### src/rtl/mdu_ctrl.sv
// Issue/stall controller for a multicycle multiply/divide unit.
// It tracks one in-flight MDU operation and holds younger MDU instructions in EX until that operation finishes.
module mdu_ctrl #(
  parameter int MUL_LAT = 5,
  parameter int DIV_LAT = 10,
  parameter int CNT_W   = 16
) (
  input  logic             clk,
  input  logic             reset,
  input  logic             op_valid,
  input  logic [3:0]       op,
  input  logic [31:0]      divisor,
  input  logic             flush,
  output logic             stall,
  output logic             start,
  output logic [3:0]       mdu_op,
  output logic             hi_we,
  output logic             lo_we,
  output logic             rd_en,
  output logic             busy,
  output logic             div0,
  output logic [CNT_W-1:0] stall_cnt
);

  localparam int MAX_LAT = (MUL_LAT > DIV_LAT) ? MUL_LAT : DIV_LAT;
  localparam int CW      = $clog2(MAX_LAT + 1);

  typedef enum logic [1:0] {IDLE, MUL, DIV} state_t;

  state_t        state, state_nx;
  logic [CW-1:0] cnt, cnt_nx;
  logic          is_mul, is_div, is_rd, mdu_cls, go;

  assign is_mul  = (op == 4'd1) || (op == 4'd2);
  assign is_div  = (op == 4'd3) || (op == 4'd4);
  assign is_rd   = (op == 4'd5) || (op == 4'd6);
  assign mdu_cls = (op >= 4'd1) && (op <= 4'd8);
  assign busy    = (state != IDLE);

  always_comb begin
    state_nx = state;
    cnt_nx   = cnt;
    // Reset gates every strobe, so outputs stay quiet while reset is held.
    stall    = !reset && op_valid && !flush && mdu_cls && busy;
    go       = !reset && op_valid && !flush && !stall;
    start    = go && (is_mul || is_div) && !busy;
    hi_we    = go && (op == 4'd7) && !busy;
    lo_we    = go && (op == 4'd8) && !busy;
    rd_en    = go && is_rd && !busy;
    mdu_op   = (start || hi_we || lo_we || rd_en) ? op : 4'd0;
    case (state)
      IDLE: if (start) begin
        state_nx = is_mul ? MUL : DIV;
        cnt_nx   = is_mul ? CW'(MUL_LAT) : CW'(DIV_LAT);
      end
      MUL, DIV: begin
        cnt_nx = cnt - 1'b1;
        // A waiting instruction issues the cycle after this one, never in the same cycle.
        if (cnt <= CW'(1)) begin
          state_nx = IDLE;
          cnt_nx   = '0;
        end
      end
      default: begin
        state_nx = IDLE;
        cnt_nx   = '0;
      end
    endcase
  end

  always_ff @(posedge clk) begin
    if (reset) begin
      state     <= IDLE;
      cnt       <= '0;
      div0      <= 1'b0;
      stall_cnt <= '0;
    end else begin
      state <= state_nx;
      cnt   <= cnt_nx;
      div0  <= start && is_div && (divisor == 32'd0);
      if (stall && (stall_cnt != {CNT_W{1'b1}}))
        stall_cnt <= stall_cnt + 1'b1;
    end
  end

endmodule

### config.mk
export PLATFORM = sky130hd
export DESIGN_NAME = mdu_ctrl
export DESIGN_NICKNAME = d
export VERILOG_FILES = /design/src/rtl/mdu_ctrl.sv
export SDC_FILE = /design/constraint.sdc
export NUM_CORES = 1
export LEC_CHECK = 0
export ABC_AREA = 1
export CORE_ASPECT_RATIO = 0.9
export CORE_MARGIN = 3
export CORE_UTILIZATION = 45
export CTS_BUF_LIST = sky130_fd_sc_hd__clkbuf_8
export CTS_CLUSTER_SIZE = 14
export DETAILED_ROUTE_END_ITERATION = 8
export HOLD_SLACK_MARGIN = 0.06
export PLACE_DENSITY = 0.83
export SLEW_MARGIN = 0
export SYNTH_ARGS = -nofsm -noshare
export SYNTH_HDL_FRONTEND = slang
export SYNTH_SLANG_ARGS = --single-unit
export TNS_END_PERCENT = 100
### constraint.sdc
create_clock -name clk -period 1.9 [get_ports clk]
set_input_delay 0.38 -clock clk [delete_from_list [all_inputs] [get_ports clk]]
set_output_delay 0.38 -clock clk [all_outputs]
set_load 0.005 [all_outputs]
==> results_dict.tcl, run 1 <==
set metrics [dict create \
    grt-ovfl-total 0 \
    grtUsageMet3_pct 5.03 \
    coreArea_um2 3480 \
    layoutNonFillerInstCount 427 \
    fin_ws_ns -0.111 \
    power.total_mw 1.92 \
    vias 2213 \
    final.setup.tns_ns -0.250 \
    use_met2_pct 46.6 \
    maxCapViolations 0 \
    cp.arrival_ns 2.23 \
    cts_root_buffer "clkbuf_8" \
    drt_first_iter_violations 225 \
    gp_congestion 0.890 \
    p_clk_share_pct 16.1 \
    fin_crit_ns 2.01 \
    end_kind "register" \
    grt_max_degree 17 \
    clk_pin_slew_ns 0.09 \
    irDropWorstVdd_mv 0.763 \
    start_kind "input pin" \
    rows 20 \
    clk-insertion-delay-late_ns 0.27 \
    synth_fp_nets 323 \
    slew_viol_final 0 \
    use_met1_pct 31.4 \
    numClockSinks 23 \
    avgSynthCellArea_um2 6.03 \
    min_path_type "register to register" \
    start_util_pct 48.2 \
    die_y_um 63.9 \
    ys_ff_latch 23 \
    placed_cells 408 \
    synth_warnings 0 \
    multi_input_area_um2 1120 \
    synth_cells 278 \
    ys_async_sr_fraction_pct 0 \
    p_int_mw 1.16 \
    final_cell_mix "nand2_1 (80), clkdlybuf4s50_1 (49), nor2_1 (39), buf_4 (39), inv_1 (30)" \
    grt_pass1_wl_mm 9.58 \
    drt-total-wl_mm 6.10 \
    fillers 251 \
    cts_tree "done" \
    areaGrowthSynthToFinish_pct 64.5 \
    grt_pass1_vias 2051 \
    tightest_slew_ns 0.295 \
    pwr-share-comb_pct 52.1 \
    ant_nets 0 \
    crit_required_ns 2.12 \
    ios 67 \
    cts.path.max_buffers 2 \
    crit_type "input pin to register" \
    nNetsFinal 429 \
    synth_edf_count 0 \
    cts_buffers 3 \
    wire_per_inst_um 14.3 \
    ctsHoldBuffers 0 \
    skew_ns 0.00618 \
    rsz0062_at_grt "true" \
    htree_levels 1 \
    ys_seq_area_share_pct 27.5 \
    drive_gt1_share_pct 22.5 \
    final_cell_area_um2 2760 \
    post-route-drc-count 0 \
    hold_viol 0 \
    critPathMaxFanout 4 \
    swShare_pct 39.8 \
    ys.flop_type "dfxtp_1" \
    setup_viol 4 \
    status "finished with violations" \
    firstDrtPassIters 4 \
    die-area_um2 4490 \
    dp_hpwl_mm 3.82 \
    antenna_found_initial 0 \
    power_density_nw_per_um2 697 \
    p_leak_nw 1.25 \
    busiest_layer "met2" \
    place_area_um2 2550 \
    seqCellArea_um2 462 \
    antennaDiodeCount 0 \
    max_freq_ghz 0.497 \
    die_x_um 70.3 \
    vias_per_cell 5.18 \
    synthesis.area_um2 1680 \
    grt_use_total_pct 26.3 \
    io_buffers 66 \
    yosys.cell_types.count 29 \
    final_common_cell "nand2_1" \
    slew_headroom_pct 80.3 \
    p_seq_share_pct 31.8 \
    violations "negative setup slack" \
    finalCritPeriodShare_pct 106 \
    power_switching_uw 765 \
]
-- flip-flops by register name, indices dropped and copies added, names as in the netlist --
name,count
cnt,4
div0,1
stall_cnt,16
state,2
-- cell families (layout without fill, tap and decap cells) --
logic type,Yosys count,after routing,synth area share (%)
buf+inv,43,148,11.1
flops,23,23,27.5
xor+xnor,9,9,4.71
simple gates,168,168,43.8
fa+ha+maj,5,5,3.73
compound gates,30,30,9.26
-- worst paths after layout --
kind	start	end	slack, ns	cells past startpoint
worst min register to register	stall_cnt[15]	stall_cnt[15]	0.52	2
worst min-delay path	stall_cnt[15]	stall_cnt[15]	0.52	2
worst max register to register	cnt[0]	cnt[0]	-0.02	11
worst max-delay path	op[1]	div0	-0.11	18
-- power by group through the flow --
stage	Sequential, mW	Clock, mW	Combinational, mW
after global routing	0.616	0.347	1.11
after global placement	0.610	0	0.812
final	0.610	0.310	1.00
after floorplan	0.603	0	0.501
after detailed placement	0.613	0	0.838
after CTS	0.608	0.316	0.899
-- critical path, cell delays in order --
cell	delay (ns)
clkbuf_4	0.15
nand2_4	0.08
inv_4	0.07
nand2_2	0.06
buf_4	0.14
buf_4	0.12
buf_4	0.12
buf_4	0.12
buf_4	0.12
buf_4	0.12
buf_4	0.12
buf_4	0.12
buf_4	0.12
nand2_1	0.08
nand3_1	0.08
nor2_1	0.11
nand2_1	0.06
nor2_1	0.07
-- what timing repair did --
item | CTS | global route
buffers inserted | 15 | 1
gates resized for setup | 50 | 24
setup endpoints to repair | 10 | 10
pin swaps | 9 | 5
gates cloned | 0 | 0
-- routing by layer --
layer,share of wire [%],up-vias
li1,-,1083
met1,39,1000
met2,50,101
met3,7.3,29
met4,3.7,0
met5,0,-
-- cells in the mapped netlist, types with 3 or more instances --
| library cell | count | area share (%) |
|---|---|---|
| a21oi_1 | 16 | 4.8 |
| dfxtp_1 | 23 | 27 |
| ha_1 | 5 | 3.7 |
| inv_1 | 35 | 7.8 |
| nand2_1 | 87 | 19 |
| nand3_1 | 14 | 4.2 |
| nand4_1 | 8 | 3.0 |
| nor2_1 | 42 | 9.4 |
| nor2_2 | 3 | 1.1 |
| nor2_4 | 3 | 2.0 |
| nor4_1 | 3 | 1.1 |
| o21ai_0 | 7 | 2.1 |
| o21ai_1 | 5 | 1.5 |
| xnor2_1 | 3 | 1.6 |
| xor2_1 | 6 | 3.1 |
-- final cells by class --
type,count,area share (%)
clock buffers,3,1.50
clock inverters,1,0.182
inverters,38,5.40
multi-input cells,212,40.5
flip-flops and latches,23,16.8
well taps,44,2.00
repair buffers,106,33.7
-- stage by stage --
step | setup WS, ns | util (%) | hold slack [ns]
floorplan | 0.290 | - | 0.462
global placement | -0.528 | 73.3 | 0.483
detailed placement | -0.643 | 73.3 | 0.499
CTS | -0.162 | 78.8 | 0.522
global route | -0.218 | 79.2 | 0.556
finish | -0.111 | 79.2 | 0.520
Note: power is estimated with default switching activity, not from simulation.
==> inputs of run 2 (changes only) <==
- CTS_CLUSTER_SIZE: 14 -> 8
==> results of run 2 <==
No change in the layout: final DEF, timing and power equal those of run 1.
==> inputs of run 3 (changes only) <==
- CORE_UTILIZATION: 45 -> 44
- CTS_BUF_LIST: sky130_fd_sc_hd__clkbuf_8 -> unset
- PLACE_DENSITY: 0.83 -> 0.81
==> run 3 against run 2 <==
  * The run still ends with negative setup slack left
  * First-iteration DRC count down 66%
  * Cell count down 3.3%
  * Flip-flop and latch count unchanged
  * Final area down 4.9%
  * Critical path type is now register to output pin
  * Highest routed layer unchanged
  * Critical path depth down 8
  * Count of clock-buffer cells in the layout up 1
==> results_dict.tcl, run 3 (synthesis gave the netlist of run 1 again) <==
set metrics [dict create \
    status "finished with violations" \
    violations "negative setup slack" \
    grt_max_degree 17 \
    ctsHoldBuffers 0 \
    rows 20 \
    p_leak_nw 1.16 \
    final_cell_area_um2 2620 \
    cts_buffers 3 \
    skew_ns 0.00195 \
    coreArea_um2 3500 \
    post-route-drc-count 0 \
    ant_nets 0 \
    fin_crit_ns 1.93 \
    hp-start "cnt[1]" \
    die-area_um2 4590 \
    cts_root_buffer "clkbuf_8" \
    final.setup.tns_ns -0.0376 \
    irDropWorstVdd_mv 0.686 \
    gp_congestion 0.853 \
    hold_depth 2 \
    start_kind "register" \
    antennaDiodeCount 0 \
    io_buffers 66 \
    placed_cells 406 \
    tightest_slew_ns 0.374 \
    cp.arrival_ns 1.55 \
    largest_reg_flops 16 \
    grt-ovfl-total 0 \
    clk_pin_slew_ns 0.09 \
    setup_viol 2 \
    cts_tree "done" \
    wire_per_inst_um 11.9 \
    regMostFlops "stall_cnt" \
    vias_per_cell 4.94 \
    finalCritPeriodShare_pct 102 \
    crit_type "register to output pin" \
    dp_hpwl_mm 3.72 \
    start_util_pct 47.8 \
    end_kind "output pin" \
    r2r_cells 11 \
    min_to "cnt[1]" \
    ff2ff_setup_slack_ns 0.25 \
    worstReg2RegEnd "state[0]" \
    final_common_cell "nand2_1" \
    drive_gt1_share_pct 18.4 \
    fin_ws_ns -0.0298 \
    crit_required_ns 1.52 \
    numClockSinks 23 \
    rsz0062_at_grt "true" \
    grt_pass1_vias 1909 \
    nNetsFinal 415 \
    grt_use_total_pct 22.0 \
    firstDrtPassIters 4 \
    cts.path.max_buffers 2 \
    clk-insertion-delay-late_ns 0.27 \
    max_freq_ghz 0.518 \
    power_density_nw_per_um2 677 \
    slew_viol_final 0 \
    place_area_um2 2530 \
    antenna_found_initial 0 \
    drt-total-wl_mm 4.91 \
    ios 67 \
    die_y_um 64.5 \
    layoutNonFillerInstCount 413 \
    die_x_um 71.0 \
    crit-reg2reg-launch "state[0]" \
    hold_viol 0 \
    htree_levels 1 \
    areaGrowthSynthToFinish_pct 56.5 \
    reg_top3 "stall_cnt: 16 flops, cnt: 4 flops, state: 2 flops" \
    final_cell_mix "nand2_1 (85), clkdlybuf4s50_1 (50), nor2_1 (38)" \
    drt_first_iter_violations 76 \
    grt_pass1_wl_mm 8.25 \
    critPathMaxFanout 2 \
    min_path_type "register to register" \
    slew_headroom_pct 75.0 \
    vias 2042 \
    maxCapViolations 0 \
]
[run 3: cell count changes in the layout (fill, tap and decap cells not counted), sizes merged]
cell,delta
clkinv,-1
dlygate4sd2,-2
clkdlybuf4s50,+1
dlymetal6s2s,-1
clkbuf,+5
buf,-16
[run 3: worst max-delay path: stages (launching register included)]
cell and delay (ns):
dfxtp_2 0.33, inv_2 0.06, ha_4 0.14, inv_4 0.04
nor2_4 0.10, nand2_1 0.10, buf_4 0.15, o211ai_1 0.10
nand2_1 0.08, inv_1 0.05, buf_2 0.11
[run 3: per-stage QoR]
stage	hold slack [ns]	total power [mW]	worst slack, ns	utilization [%]
final	0.519	1.77	-0.0298	74.8
after global routing	0.559	1.94	-0.0783	74.8
after CTS	0.525	1.75	-0.00155	74.9
after detailed placement	0.501	1.39	-0.566	72.4
after global placement	0.485	1.38	-0.559	72.4
after floorplan	0.462	1.10	0.290	-
[run 3: power breakdown]
part | internal [mW] | switching, mW
registers | 0.551 | 0.0594
clock network | 0.150 | 0.171
logic | 0.409 | 0.433
total | 1.11 | 0.663
[run 3: repair_timing]
action                                  4_1_cts  5_1_grt
setup buffers                                 2        1
gates resized for setup                      46       18
endpoints found under the setup margin       10       10
pin swaps                                     5        5
[run 3: final cells by class]
class                   instances  area [um2]
clock buffers                   4        45.0
fillers                       271         882
multi-input cells             212        1100
flip-flops and latches         23         463
well taps                      44        55.1
repair buffers                 92         811
inverters                      38         146
[run 3: routing by layer]
| metal | up-vias | global-route usage, % | part of all wire (%) |
|---|---|---|---|
| met4 | 0 | 6.34 | 0.75 |
| met3 | 3 | 4.81 | 7.7 |
| met2 | 69 | 38.9 | 47 |
| met5 | - | 0 | 0 |
| met1 | 909 | 26.8 | 44 |
| li1 | 1061 | - | - |
[run 3: worst max path at each step]
| stage | from | to | cells past startpoint |
|---|---|---|---|
| after floorplan | reset | mdu_op[0] | 8 |
| after global routing | state[0] | mdu_op[1] | 10 |
| after global placement | reset | mdu_op[0] | 9 |
| after detailed placement | reset | mdu_op[1] | 9 |
| final | state[0] | mdu_op[1] | 10 |
| after CTS | op[0] | stall | 8 |
